--- src/rtl/alu_cmd_sequencer_pkg.sv ---
// Shared types and opcode constants for the ALU command sequencer and its FIFO.
package alu_cmd_sequencer_pkg;

    localparam int unsigned DATA_W = 4;
    localparam int unsigned OP_W   = 4;

    localparam logic [OP_W-1:0] OP_ADD = 4'b0000;
    localparam logic [OP_W-1:0] OP_SUB = 4'b0001;
    localparam logic [OP_W-1:0] OP_AND = 4'b0010;
    localparam logic [OP_W-1:0] OP_OR  = 4'b0011;
    localparam logic [OP_W-1:0] OP_XOR = 4'b0100;
    localparam logic [OP_W-1:0] OP_NOT = 4'b0101;
    localparam logic [OP_W-1:0] OP_INC = 4'b0110;
    localparam logic [OP_W-1:0] OP_DEC = 4'b0111;
    localparam logic [OP_W-1:0] OP_SHL = 4'b1000;
    localparam logic [OP_W-1:0] OP_SHR = 4'b1001;
    localparam logic [OP_W-1:0] OP_EQ  = 4'b1010;
    localparam logic [OP_W-1:0] OP_LAST = OP_EQ;

    typedef struct packed {
        logic [OP_W-1:0]   op;
        logic [DATA_W-1:0] a;
        logic [DATA_W-1:0] b;
        logic              use_acc;
    } cmd_t;

    typedef enum logic {
        SLOT_EMPTY = 1'b0,
        SLOT_FULL  = 1'b1
    } slot_state_t;

    function automatic logic op_illegal(input logic [OP_W-1:0] op);
        return op > OP_LAST;
    endfunction

endpackage

--- src/rtl/alu_cmd_fifo.sv ---
// Synchronous command FIFO; a push into a full FIFO is refused even when a pop occurs the same cycle.
module alu_cmd_fifo
    import alu_cmd_sequencer_pkg::*;
#(
    parameter int unsigned DEPTH = 4
) (
    input  logic clk,
    input  logic rst,
    input  logic i_push,
    input  logic i_pop,
    input  logic i_flush,
    input  cmd_t i_wdata,
    output cmd_t o_rdata,
    output logic o_full,
    output logic o_empty
);

    localparam int unsigned AW = (DEPTH > 1) ? $clog2(DEPTH) : 1;
    localparam int unsigned CW = AW + 1;

    cmd_t            r_mem [DEPTH];
    logic [AW-1:0]   r_wr_ptr;
    logic [AW-1:0]   r_rd_ptr;
    logic [CW-1:0]   r_count;
    logic            w_do_push;
    logic            w_do_pop;

    assign o_full    = (r_count == CW'(DEPTH));
    assign o_empty   = (r_count == '0);
    assign o_rdata   = r_mem[r_rd_ptr];
    assign w_do_push = i_push && !o_full && !i_flush;
    assign w_do_pop  = i_pop && !o_empty && !i_flush;

    // Storage carries no reset; occupancy is tracked by the pointers and count.
    always_ff @(posedge clk) begin
        if (w_do_push && !rst) begin
            r_mem[r_wr_ptr] <= i_wdata;
        end
    end

    always_ff @(posedge clk) begin
        if (rst || i_flush) begin
            r_wr_ptr <= '0;
            r_rd_ptr <= '0;
            r_count  <= '0;
        end else begin
            if (w_do_push) begin
                r_wr_ptr <= r_wr_ptr + AW'(1);
            end
            if (w_do_pop) begin
                r_rd_ptr <= r_rd_ptr + AW'(1);
            end
            case ({w_do_push, w_do_pop})
                2'b10:   r_count <= r_count + CW'(1);
                2'b01:   r_count <= r_count - CW'(1);
                default: r_count <= r_count;
            endcase
        end
    end

endmodule

--- src/rtl/alu_cmd_sequencer.sv ---
// Issue stage for the 4-bit ALU: queues commands, drives the ALU from the FIFO head,
// registers results into a valid/ready output slot and keeps a chaining accumulator.
module alu_cmd_sequencer
    import alu_cmd_sequencer_pkg::*;
#(
    parameter int unsigned DEPTH = 4
) (
    input  logic              clk,
    input  logic              rst,
    input  logic              in_valid,
    output logic              in_ready,
    input  logic [OP_W-1:0]   in_op,
    input  logic [DATA_W-1:0] in_a,
    input  logic [DATA_W-1:0] in_b,
    input  logic              in_use_acc,
    input  logic              flush,
    output logic [DATA_W-1:0] alu_a,
    output logic [DATA_W-1:0] alu_b,
    output logic [OP_W-1:0]   alu_op,
    input  logic [DATA_W-1:0] alu_result,
    input  logic              alu_zf,
    output logic              out_valid,
    input  logic              out_ready,
    output logic [DATA_W-1:0] out_result,
    output logic              out_zf,
    output logic              out_err,
    output logic [DATA_W-1:0] acc_value,
    output logic              busy
);

    slot_state_t       r_state;
    logic [DATA_W-1:0] r_out_result;
    logic              r_out_zf;
    logic              r_out_err;
    logic [DATA_W-1:0] r_acc;
    cmd_t              w_wdata;
    cmd_t              w_head;
    logic              w_full;
    logic              w_empty;
    logic              w_fire;

    assign w_wdata = '{op: in_op, a: in_a, b: in_b, use_acc: in_use_acc};

    alu_cmd_fifo #(.DEPTH(DEPTH)) u_fifo (
        .clk     (clk),
        .rst     (rst),
        .i_push  (in_valid),
        .i_pop   (w_fire),
        .i_flush (flush),
        .i_wdata (w_wdata),
        .o_rdata (w_head),
        .o_full  (w_full),
        .o_empty (w_empty)
    );

    assign in_ready   = !w_full;
    assign out_valid  = (r_state == SLOT_FULL);
    assign out_result = r_out_result;
    assign out_zf     = r_out_zf;
    assign out_err    = r_out_err;
    assign acc_value  = r_acc;
    assign busy       = !w_empty || out_valid;
    assign w_fire     = !w_empty && (!out_valid || out_ready) && !flush;

    // ALU operands come straight from the head; the accumulator already reflects the previous issue.
    always_comb begin
        alu_a  = '0;
        alu_b  = '0;
        alu_op = '0;
        if (!w_empty) begin
            alu_op = w_head.op;
            alu_b  = w_head.b;
            alu_a  = w_head.use_acc ? r_acc : w_head.a;
        end
    end

    always_ff @(posedge clk) begin
        if (rst) begin
            r_state      <= SLOT_EMPTY;
            r_out_result <= '0;
            r_out_zf     <= 1'b0;
            r_out_err    <= 1'b0;
            r_acc        <= '0;
        end else begin
            if (w_fire) begin
                r_out_result <= alu_result;
                r_out_zf     <= alu_zf;
                r_out_err    <= op_illegal(w_head.op);
                r_acc        <= alu_result;
            end
            case (r_state)
                SLOT_EMPTY: if (w_fire) r_state <= SLOT_FULL;
                SLOT_FULL:  if (out_ready && !w_fire) r_state <= SLOT_EMPTY;
                default:    r_state <= SLOT_EMPTY;
            endcase
        end
    end

endmodule
--- config.mk ---
export PLATFORM = sky130hd
export DESIGN_NAME = alu_cmd_sequencer
export DESIGN_NICKNAME = d
export VERILOG_FILES = /design/src/rtl/alu_cmd_sequencer_pkg.sv /design/src/rtl/alu_cmd_fifo.sv /design/src/rtl/alu_cmd_sequencer.sv
export SDC_FILE = /design/constraint.sdc
export NUM_CORES = 1
export LEC_CHECK = 0
export ABC_CLOCK_PERIOD_IN_PS = 2750
export CAP_MARGIN = 20
export CORE_AREA = 2 2 77 79
export CTS_CLUSTER_SIZE = 8
export DETAILED_ROUTE_END_ITERATION = 6
export DIE_AREA = 0 0 79 81
export MAX_ROUTING_LAYER = met4
export PLACE_DENSITY = 0.76
export SLEW_MARGIN = 20
export SYNTH_ARGS = -nofsm -noshare
export SYNTH_HDL_FRONTEND = slang
export SYNTH_SLANG_ARGS = --single-unit
--- constraint.sdc ---
create_clock -name clk -period 2.75 [get_ports clk]
set_input_delay 0.55 -clock clk [delete_from_list [all_inputs] [get_ports clk]]
set_output_delay 0.55 -clock clk [all_outputs]
set_load 0.01 [all_outputs]
Word level (Yosys, flattened, before mapping). Memory sizes are Yosys's and may differ from the RTL's. A register that Yosys moved wholly into a read port is not among the register bits. Index checks and enable logic that the tools add are counted.

Bits in writable memories: 52. Output and inout bits: 25. Latch bits: 0. Register bits after elaboration: 14. Memory bits (read-only): 0. Word-level logic and storage cells: 48. Memories: 1.

Memories: u_fifo.r_mem (words 4, bits a word 13, read ports 1, clocked after memory_dff 1, wr ports 1, line alu_cmd_fifo.sv:21) `cmd_t r_mem [DEPTH];`.

Order comparisons: 1. Multiply operators: 0. Divide/modulo/power cells: 0. Shift operators: 0. Bitwise logic cells: 1. Reduce and logical (&&, ||, !) cells: 19. Equal/unequal tests: 3. $add $sub $neg: 4. Mux-type cells: 12.

Operators with widths (count): $mux 4 (4); $logic_and 1x1->1 (8); $logic_not 1->1 (6); $pmux 3 s2 (1); $add 2x1->2 const B (2); $gt 4x4->1 const B (1); $mux 1 (4); $mux 2 (2); $add 3x1->3 const B (1); $eq 3x3->1 const B (1); $logic_not 3->1 (1); $logic_or 1x1->1 (3); $sub 3x1->3 const B (1); $eq 2x1->1 const B (1); $eq 2x2->1 const B (1); $pmux 1 s2 (1); $reduce_bool 2->1 (1); $not 1->1 (1).

Depth between registers and ports, before layout. Gate-level depths: netlist (run 1).

Depth in word-level cells: 8. Gate-level depth with buffers: 9. Depth with buffers taken out: 9.

Modules after synthesis. From an unflattened synthesis (run 1), not the netlist that was laid out.

Cell total of the unflattened synthesis: 178. Area, all modules: 2837.7 um^2.

By module, submodules not included: alu_cmd_fifo (area an instance 2397.3 um^2, cells each 121, instances 1); alu_cmd_sequencer (area an instance 440.4 um^2, cells each 57, instances 1).

Worst setup path after synthesis (run 1). Ideal clock, no wire load.

Path kind: flip-flop to flip-flop. From: register u_fifo.r_count[0]. To: register u_fifo.r_count[2]. Path buffers: 0. Required time: 2.680 ns. Arrival: 2.251 ns. Period minus slack after synthesis: 2.321 ns. Path slack: 0.429 ns. Stages on the path, launching flop included: 10. Path through: dfxtp_1 > or3b_2 > nand2_1 > or2_2 > ha_1 > inv_1 > fa_1 > xor2_1 > or3_1 > a21oi_1.

Elaborated cells on any way between the ends: 16. Those cells by class: add/sub (2); eq/ne (3); mux (1); reduce/logical (10).

RTL lines: start: declaration (line alu_cmd_fifo.sv:24) `logic [CW-1:0] r_count;`; start signal: assignment (line alu_cmd_fifo.sv:54) `2'b10: r_count <= r_count + CW'(1);`; start signal: assignment (line alu_cmd_fifo.sv:55) `2'b01: r_count <= r_count - CW'(1);`; start signal: assignment (line alu_cmd_fifo.sv:56) `default: r_count <= r_count;`; $eq 3x3->1 * (line alu_cmd_fifo.sv:28) `assign o_full = (r_count == CW'(DEPTH));`; $logic_not 1->1 *; via in_ready (line alu_cmd_sequencer.sv:11) `output logic in_ready,`; $logic_and 1x1->1 * (2 in series) (line alu_cmd_fifo.sv:31) `assign w_do_push = i_push && !o_full && !i_flush;`; $eq 2x1->1 or $eq 2x2->1 (tied branches) (line alu_cmd_fifo.sv:53) `case ({w_do_push, w_do_pop})`; $pmux 3 s2 or $reduce_bool 2->1 (tied branches).

Mark *: on every way through the listed nets, which the timed path passes. The rest lies on a longest branch. A chain may end at the register's enable or synchronous reset.

==> results of run 1 <==
[worst paths after layout]
path | slack [ns] | end | cells past startpoint | startpoint
max reg2reg | 0.31 | u_fifo.r_count[2] | 9 | u_fifo.r_count[2]
max | 0.10 | alu_op[1] | 4 | flop
min | 0.48 | out_err | 2 | out_err
min reg2reg | 0.48 | out_err | 2 | out_err
[layout make-up]
| cell class | instances | area [um2] | share of cell area |
|---|---|---|---|
| well taps | 75 | 93.8 | 0.0265 |
| clock inverters | 6 | 42.5 | 0.0120 |
| repair buffers | 57 | 554 | 0.156 |
| multi-input cells | 85 | 828 | 0.234 |
| flip-flops and latches | 68 | 1880 | 0.531 |
| inverters | 5 | 18.8 | 0.00529 |
| clock buffers | 9 | 124 | 0.0349 |
[flip-flops by register name (all words and copies together) (netlist names), named ones only]
name	count
out_valid	1
u_fifo.r_wr_ptr	2
out_zf	1
u_fifo.r_count	3
u_fifo.r_mem	52
out_err	1
acc_value	4
u_fifo.r_rd_ptr	2
[power breakdown]
part           internal, W  switching [W]  leakage (nW)
sequential         0.00112     0.00000638         0.600
clock             0.000321       0.000362        0.0811
combinational    0.0000769      0.0000582         0.539
total              0.00152       0.000427          1.22
[worst max-delay path: stages (launching register included)]
cell and delay, ns:
dfxtp_2 0.37, buf_6 0.16, mux4_1 0.60, nor2b_1 0.16
clkdlybuf4s50_1 0.48
[repair_timing]
action                     4_1_cts  5_1_grt
gates resized for setup          2        3
cloned                           0        0
setup endpoints to repair        2       10
[kinds of logic after synthesis]
kind of cell             share of synthesized area
XOR/XNOR                                    0.0157
multiplexers                                 0.152
adder cells (fa/ha/maj)                     0.0296
flip-flops                                   0.674
AO/OA/AOI/OAI                               0.0117
AND/OR/NAND/NOR                             0.0892
buffers and inverters                       0.0278
[layer usage]
layer,share of wire,wire [um],track usage
met2,0.48,2230,0.259
met4,0.023,108,0.0983
met1,0.45,2070,0.195
met3,0.044,205,0.0333
met5,0,0,-
[synthesized netlist by cell type (all sizes together)]
master,n,area share
nand2b,2,0.0045
nand3,2,0.0036
buf,7,0.018
fa,1,0.0072
nor4b,1,0.0031
edfxtp,52,0.56
xor2,2,0.0063
ha,5,0.022
a21o,1,0.0027
and2,4,0.0090
nand2,2,0.0027
nor3,2,0.0094
mux2i,9,0.032
or3b,1,0.0031
inv,5,0.0067
o21ai,1,0.0018
a21oi,4,0.0072
mux4,13,0.12
dfxtp,16,0.11
or3,1,0.0022
clkbuf,2,0.0027
xnor2,3,0.0094
or2,2,0.0045
nor2b,9,0.020
nor2,20,0.027
[per-stage QoR]
step	instance area, um2	cells	setup WS, ns
2_1_floorplan	2790	167	0.429
3_3_place_gp	3370	290	0.204
3_5_place_dp	3370	290	0.167
4_1_cts	3540	305	0.0159
5_1_grt	3540	305	0.00960
6_report	3540	305	0.100
==> run_results.csv, run 1 <==
group,metric,value,unit
synth,seq_area_frac_synth,0.674,
die,die_h,81,um
critical_path,cp_max_fo,8,
place,place_congestion,0.765,
critical_path,worst_ep_required_time,2.20,ns
sta,finalCriticalPeriod,2.65,ns
grt,grt_first_pass_wirelength,7.29,mm
detailed_routing,drt-vias-per-instance,5.03,
final_layout,final_cell_mix,"edfxtp_1, clkdlybuf4s50_1, nor2_1",
die,start_util,0.492,
sta,relSlewSlack,0.746,
sta,fin_hold_ws,0.479,ns
final_layout,layout_commonest_cell,"edfxtp_1",
final_layout,fin_nets,255,
detailed_routing,drc,0,
detailed_routing,drt_pass1_iterations,4,
sta,max_freq,377,MHz
detailed_routing,wire_per_inst,15.1,um
clock_tree,clock_latency,0.33,ns
clock_tree,cts.sinks,68,
final_layout,diodes,0,
pwr,ir_worst_vdd,0.399,mV
grt,overflow,0,
die,die-area,6400,um2
die,boundaryPins,48,
grt,grt_max_degree,17,
final_layout,drive_gt1_frac,0.148,
critical_path,startpoint_type,"flop",
pwr,power,0.00194,W
place,dp_hpwl,3.09,mm
critical_path,cp_data_arrival_time,2.10,ns
critical_path,endpoint_kind,"output pin",
sta,grt_setup_unrepaired,"false",
final_layout,nFillCells,438,
detailed_routing,first_iter_violations,64,
clock_tree,htreeDepth,3,
clock_tree,cts_buffers,9,
run_status,status,"completed",
clock_tree,clk_pin_slew,0.07,ns
synth,synth_area,2790,um2
flow_run,maxCapViolCount,0,
grt,antenna_found_initial,0,
critical_path,worstSetupPathType,"reg -> out",
grt,grt_use_total,0.164,
sta,period_share,0.963,
min_path,hp-class,"reg -> reg",
synth,syn_avg_cell_area,16.7,um2
die,row_count,28,
synth,synthCells,167,
place,portBuffers,47,
final_layout,areaGrowthSynthToFinish,27.0,%
die,coreArea,5680,um2
synth,synth_cell_type_count,29,
sta,tns,0,ns
detailed_routing,finalWirelength,4.62,mm
clock_tree,ctsHoldBuffers,0,
synth,synth_nets,196,
synth,synth_seq_cells,68,
sta,finClkSkew,0.00847,ns
grt,grt_pass1_vias,1529,
synth,yosysWarnings,0,
die,die_w,79,um
sta,worst_slew_pin_slew,0.375,ns
clock_tree,ctsRootBufferMaster,"clkbuf_8",
pwr,leakage,1.22,nW
sta,hold_viol,0,
final_layout,fin_util,0.625,
pwr,power.density,548,nW/um2
clock_tree,cts_tree,"yes",
sta,report.final.slew_viol_count,0,
detailed_routing,antenna_left,0,
clock_tree,post-cts-setup-buffers,0,
sta,finalSetupViolations,0,
detailed_routing,vias,1533,
clock_tree,cts_buffer_depth,2,
(Power assumes the default switching activity.)
==> inputs of run 2 (changes only) <==
- CORE_AREA: 2 2 77 79 -> 2 2 72 74
- DIE_AREA: 0 0 79 81 -> 0 0 74 76
- DONT_BUFFER_PORTS: default -> 1
- PLACE_DENSITY: 0.76 -> 0.73
==> run 2 against run 1 <==
Effect of this change:
- critical endpoint is now u_fifo.r_count[2]
- maximum frequency rose by 7.2%
- sequential cell count unchanged
- sequential share of layout area increased by 7.4 points
- largest power group unchanged
- via count down 8.2%
- highest routed layer unchanged
==> run_results.csv, run 2 (synthesized netlist as in run 1, its figures left out) <==
group,metric,value,unit
critical_path,cp_cell_sequence,"or3b_2 > nand2_1 > or2_2 > ha_1 > inv_1 > fa_1 > xor2_1 > or3_1 > a21oi_1",
sta,finalCriticalPeriod,2.47,ns
detailed_routing,antenna_left,0,
final_layout,layout_commonest_cell,"edfxtp_1",
min_path,hp-class,"in -> reg",
critical_path,slowest_delay,0.52,ns
detailed_routing,drt-met1-wl,1.91,mm
die,boundaryPins,48,
grt,overflow,0,
clock_tree,cts.sinks,68,
critical_path,cpLargestDelayFamily,"simple AND/OR/NAND/NOR gates",
detailed_routing,drt-vias-per-instance,5.58,
min_path,hold_path_startpoint,"rst",
grt,grt_use_total,0.189,
die,die_h,76,um
critical_path,path_buf_inv,1,
critical_path,startpoint_type,"flop",
critical_path,cp_data_arrival_time,2.74,ns
pwr,power.density,685,nW/um2
place,place_congestion,0.757,
min_path,holdPathStages,1,
final_layout,final_cell_mix,"edfxtp_1, nor2_1, dfxtp_1",
final_layout,diodes,0,
sta,finalSetupViolations,0,
detailed_routing,vias,1407,
detailed_routing,drc,0,
die,die-area,5620,um2
critical_path,worstSetupPathType,"reg -> reg",
clock_tree,ctsHoldBuffers,0,
critical_path,worst_ep_required_time,3.01,ns
run_status,status,"completed",
critical_path,endpoint_kind,"flop",
final_layout,areaGrowthSynthToFinish,11.4,%
final_layout,fin_nets,206,
sta,hold_viol,0,
sta,report.final.slew_viol_count,0,
place,portBuffers,0,
final_layout,nFillCells,354,
critical_path,cp_max_fo,4,
detailed_routing,routed.top_layer,"met4",
grt,grt_max_degree,16,
clock_tree,clock_latency,0.33,ns
die,start_util,0.568,
sta,period_share,0.899,
detailed_routing,wl_met2,2.31,mm
grt,grt_pass1_vias,1471,
final_layout,drive_gt1_frac,0.154,
pwr,ir_worst_vdd,0.405,mV
critical_path,rr_endpoint,"u_fifo.r_count[2]",
sta,grt_setup_unrepaired,"false",
grt,antenna_found_initial,0,
clock_tree,ctsRootBufferMaster,"clkbuf_8",
sta,worst_slew_pin_slew,0.324,ns
die,coreArea,4910,um2
detailed_routing,wl_met3,331,um
final_layout,largest_reg_flops,52,
clock_tree,htreeDepth,3,
clock_tree,cts_buffers,9,
detailed_routing,finalWirelength,4.62,mm
critical_path,r2r_slack,0.28,ns
sta,relSlewSlack,0.781,
clock_tree,clk_pin_slew,0.07,ns
place,dp_hpwl,3.05,mm
clock_tree,post-cts-setup-buffers,0,
detailed_routing,wire_per_inst,18.3,um
critical_path,rr_worst_depth,9,
final_layout,regMostFlops,"u_fifo.r_mem",
critical_path,regToRegStartpoint,"u_fifo.r_count[2]",
sta,finClkSkew,0.00911,ns
final_layout,fin_cells,252,
critical_path,crit_slowest_cell,"or3b_2",
min_path,min_to,"acc_value[2]",
die,row_count,26,
clock_tree,cts_tree,"yes",
die,die_w,74,um
final_layout,final_area,3110,um2
clock_tree,cts_buffer_depth,2,
pwr,leakage,1.04,nW
critical_path,cp-startpoint,"u_fifo.r_count[2]",
clock_tree,cts_resized,0,
place,place_area,2880,um2
detailed_routing,first_iter_violations,71,
sta,max_freq,405,MHz
grt,grt_first_pass_wirelength,7.26,mm
sta,tns,0,ns
place,place_inst,236,
flow_run,maxCapViolCount,0,
detailed_routing,drt_pass1_iterations,4,
-- run 2: cell count changes in the layout (fill, tap and decap cells not counted), sizes merged --
cell           before  now
clkdlybuf4s50      45    0
bufinv              0    3
buf                10    8
clkinvlp            2    0
dlymetal6s2s        2    0
clkbuf              9   10
clkinv              4    3
-- run 2: metal layers --
| metal | GRT usage | up-vias |
|---|---|---|
| li1 | - | 643 |
| met4 | 0.104 | 0 |
| met1 | 0.227 | 704 |
| met2 | 0.278 | 50 |
| met5 | - | - |
| met3 | 0.0661 | 10 |
-- run 2: how the worst max path moves through the flow --
stage	to	slack, ns	cells past startpoint
final	u_fifo.r_count[2]	0.28	9
after global routing	u_fifo.r_count[2]	0.11	9
after floorplan	u_fifo.r_count[2]	0.43	9
after CTS	u_fifo.r_count[2]	0.25	9
after global placement	u_fifo.r_count[2]	0.37	9
after detailed placement	u_fifo.r_count[2]	0.26	9
-- run 2: cell type report --
type,count,area (um2),area share
Timing Repair Buffer,8,60.1,0.0193
Inverter,5,18.8,0.00603
Sequential cell,68,1880,0.605
Tap cell,70,87.6,0.0282
Clock buffer,10,128,0.0410
Multi-Input combinational cell,85,832,0.267
Clock inverter,6,103,0.0330
-- run 2: worst register-to-register path: stages (launching register included) --
cell,delay (ns)
dfxtp_1,0.37
or3b_2,0.52
nand2_1,0.17
or2_2,0.14
ha_1,0.18
inv_1,0.06
fa_1,0.37
xor2_1,0.16
or3_1,0.30
a21oi_1,0.14
-- run 2: stage by stage --
step,hold slack [ns],utilization,setup WS [ns],total power (W)
2_1_floorplan,0.469,-,0.429,0.00121
3_3_place_gp,0.487,0.586,0.375,0.00122
3_5_place_dp,0.506,0.586,0.257,0.00122
4_1_cts,0.265,0.633,0.247,0.00215
5_1_grt,0.260,0.633,0.114,0.00222
6_report,0.282,0.633,0.278,0.00213
-- run 2: where the power goes --
part / internal, W / switching [W] / total [W]
combinational: 0.0000295 / 0.0000405 / 0.0000700
sequential: 0.00112 / 0.00000968 / 0.00113
clock: 0.000595 / 0.000338 / 0.000933
total: 0.00174 / 0.000388 / 0.00213
==> RTL change 1, RTL diff (flow settings as in run 1) <==
`DEPTH` is set to 4 in 2 places; all go to 2.
--- a/src/rtl/alu_cmd_fifo.sv
+++ b/src/rtl/alu_cmd_fifo.sv
@@ -3,5 +3,5 @@
     import alu_cmd_sequencer_pkg::*;
 #(
-    parameter int unsigned DEPTH = 4
+    parameter int unsigned DEPTH = 2
 ) (
     input  logic clk,
--- a/src/rtl/alu_cmd_sequencer.sv
+++ b/src/rtl/alu_cmd_sequencer.sv
@@ -4,5 +4,5 @@
     import alu_cmd_sequencer_pkg::*;
 #(
-    parameter int unsigned DEPTH = 4
+    parameter int unsigned DEPTH = 2
 ) (
     input  logic              clk,
Check against the original RTL: not equivalent (Yosys sat finds a counterexample within 4 cycles, from zero or initial values and one cycle with rst high).
==> RTL change 1 against run 1 <==
Die area stayed put. First-iteration DRC count fell by 48%. Critical path type unchanged. Design area is 36% lower. Wire length down 26%. Area after synthesis down 42%. Via count fell by 25%. Maximum frequency is 5.9% higher. Worst setup slack improved by 0.15 ns. Count of clock-buffer cells in the layout fell by 2. Power shrank 39%. Register-to-register slack better by 0.57 ns. Sequential cell count is 30 lower.
==> RTL change 1: results (changes against run 1) <==
first-pass GRT wire length=5.68 mm (-22%); Seq/Total Area, Yosys=0.634 (-0.0401); commonest cells in the netlist=26 x edfxtp_1, 14 x nor2_1, 13 x a21oi_1, 12 x dfxtp_1, 11 x mux2i_1; Layout Nets=203 (-20%); cell count of the worst reg-to-reg path=5 (-4); DRT iter0 DRCs=33 (-48%); M3 GR Usage=0.0367 (+0.00333); GRT Util Overall=0.122 (-0.0418); Max Clock Skew=0.00910 ns (+0.000633 ns); largest net degree at the start of global routing=15 (-2); M2 GR Usage=0.213 (-0.0466); synth top area cells=edfxtp_1 48%, dfxtp_1 15%, mux2i_1 6.8%; WL met1=1.38 mm (-34%); leakage=0.727 nW (-40%); Synth cell types=27 (-6.9%); RD Place Congestion=0.761 (-0.59%); status=finished clean; Routed met2 length=1.77 mm (-21%); routed vias=1154 (-25%); TritonCTS Buffers=5 (-4); NetSw=235 uW (-45%); Final HPWL DP=2.53 mm (-18%); routed len/inst=13.3 um (-12%); power share of the sequential group=0.528 (-0.051); CTS H-tree depth=2 (-1); synthesized instance count=131 (-22%); met3 WL=211 um (+2.9%); max reg flops=26 (-50%)
RTL change 1: logic make-up (layout without fill, tap and decap cells):
group                      after synthesis  after routing  synth area share
AOI/OAI and AO/OA                       30             30             0.110
xor gates and xnor gates                 2              2            0.0109
adders and majority gates                1              1           0.00777
buffers and inverters                   14             63            0.0528
DFF                                     38             38             0.634
muxes                                   12             12            0.0824
and+or+nand+nor                         34             34             0.103
RTL change 1: worst paths after layout:
kind                                   startpoint                end
worst max-delay path                         flop           alu_a[3]
worst min-delay path                       out_zf             out_zf
worst max register to register  u_fifo.r_count[0]  u_fifo.r_count[1]
worst min register to register             out_zf             out_zf
RTL change 1: final cells by class:
cell class,count,area (um2),area share
Clock buffer,7,76.3,0.0338
Inverter,4,15.0,0.00666
Multi-Input combinational cell,79,519,0.230
Sequential cell,38,1020,0.453
Clock inverter,1,30.0,0.0133
Timing Repair Buffer,51,500,0.222
Tap cell,75,93.8,0.0416
RTL change 1: what timing repair did:
item,CTS,global route
endpoints found under the setup margin,0,6
hold endpoints to repair,0,0
buffers inserted,0,0
gates resized for setup,0,1
hold buffers,0,0
RTL change 1: through the flow:
stage               total power, mW  utilization  hold slack, ns  setup slack, ns  instance area [um2]
floorplan                     0.686            -           0.463         -0.00820                 1610
global placement              0.747        0.378           0.460            0.380                 2150
detailed placement            0.751        0.378           0.474            0.354                 2150
CTS                            1.21        0.397           0.485           0.0853                 2250
global route                   1.24        0.397           0.516           0.0791                 2260
finish                         1.19        0.397           0.479            0.247                 2260
RTL change 1: critical path: stages, from the launching register on:
cell and delay, ns:
dfxtp_1 0.40, mux2i_4 0.37, nor2_1 0.07, a211oi_1 0.24, clkdlybuf4s50_1 0.59
==> RTL change 2, RTL diff (config.mk and constraints of run 1) <==
Without the edit above. Make the reset (`rst`) asynchronous in one clocked block.
--- a/src/rtl/alu_cmd_sequencer.sv
+++ b/src/rtl/alu_cmd_sequencer.sv
@@ -75,5 +75,5 @@
     end
 
-    always_ff @(posedge clk) begin
+    always_ff @(posedge clk or posedge rst) begin
         if (rst) begin
             r_state      <= SLOT_EMPTY;
Function: differs if rst is asserted again (counterexample within 4 cycles, from zero or initial values and one cycle with rst high); with rst held inactive, the same outputs for 10 cycles.
==> RTL change 2 against run 1 <==
First-iteration DRC count is 19% lower. Sequential cell count unchanged. Wire length increased by 7.3%. Maximum frequency up 0.17%. Area after synthesis up 0.99%. Worst setup slack improved by 0.0044 ns. Critical path depth stayed put. Sequential share of layout area up 0.087 points. Design area grew 1.7%. Critical path type unchanged. Largest cell class unchanged.
Power is not compared: it rests on default switching activity, and its combinational part moved more than twofold at a synthesized area within 25%.
==> RTL change 2: results (changes against run 1) <==
synthesized-area fraction occupied by adder cells=0.0293 (-0.000289); routed wire length=4.95 mm (+7.3%); Register Area=1920 um2 (+1.9%); crit-path max FO=6 (-2); # port buffers=47 (unchanged); mux share of post-synthesis cell area=0.145 (-0.00725); largest net degree at the start of global routing=14 (-3); Final HPWL DP=3.34 mm (+8.2%); number of synthesized flops with an enable pin=52 (unchanged); Fin Hold WS=0.505 ns (+0.0253 ns); first-pass GRT wire length=7.98 mm (+9.4%); yosys warns=0 (unchanged); Synth Area in XOR/XNOR=0.00621 (-0.00947); leakage=between 1 and 1.5 nW; DRT iter0 DRCs=52 (-19%); crit path to=alu_op[3]; Clock Path Buffers=2 (unchanged); r2r setup slk=0.41 ns (+0.10 ns); clock-pin slew on the worst setup and hold paths=0.08 ns; Synth Area per Inst=16.9 um2 (+0.99%); ys async rst share=0.103 (+0.103); worst slack, placed=0.0483 ns (-0.118 ns); share of cells above drive strength 1=0.189 (+0.0410); routed vias=1610 (+5.0%); IR Drop Worst-Case VDD=roughly 360 uV; routed len/inst=16.1 um (+6.3%); post-CTS sizing=1 (-1); GRT Util Overall=0.178 (+0.0149); compound-gate portion of the synthesized area=0.0293 (+0.0176); Worst Hold Class=input port to async pin; Synth cell types=34 (+17%); synth top area cells=edfxtp_1 55%, dfxtp_1 6.4%, mux4_2 6.4%; Pre-antenna DRT Iters=4 (unchanged); Max Clock Skew=0.00860 ns (+0.000132 ns); status=finished clean; Fill cells=439 (+0.23%); Layout Nets=257 (+0.78%); placed inst area=3410 um2 (+1.1%); P_comb=around 340 uW; RD Place Congestion=0.797 (+4.1%); Clk pwr share=0.339; Final min period=2.65 ns (-0.00440 ns); Seq/Total Area, Yosys=0.680 (+0.00585); commonest cells in the netlist=52 x edfxtp_1, 11 x inv_1, 9 x dfxtp_1, 9 x nor2_1, 8 x mux4_2; Worst-Margin Slew=0.453 ns (+0.0780 ns); Inst Count DP=292 (+0.69%)
-- RTL change 2: changes by cell type after synthesis, moves of 6 or more --
cell,change
dfxtp_1,-7
dfrtp_1,+7
nor2_1,-11
mux4_2,+6
inv_1,+6
mux4_1,-6
nor2b_1,-9
-- RTL change 2: worst max-delay path, cell delays in order (launching register included) --
cell,delay (ns)
dfxtp_2,0.38
buf_6,0.15
mux4_1,0.57
and2_1,0.19
clkdlybuf4s50_1,0.48
-- RTL change 2: cell type report --
| class | count | area share |
|---|---|---|
| Tap cell | 75 | 0.0260 |
| Clock inverter | 7 | 0.0187 |
| Timing Repair Buffer | 57 | 0.152 |
| Clock buffer | 9 | 0.0344 |
| Multi-Input combinational cell | 81 | 0.225 |
| Sequential cell | 68 | 0.532 |
| Inverter | 11 | 0.0115 |
-- RTL change 2: routing by layer --
layer  part of all wire  global-route usage  vias to the layer above
met5                  0                   -                        -
met4              0.011              0.0879                        0
met3              0.057              0.0356                        6
met2               0.47               0.267                       55
met1               0.46               0.237                      797
li1                   -                   -                      752
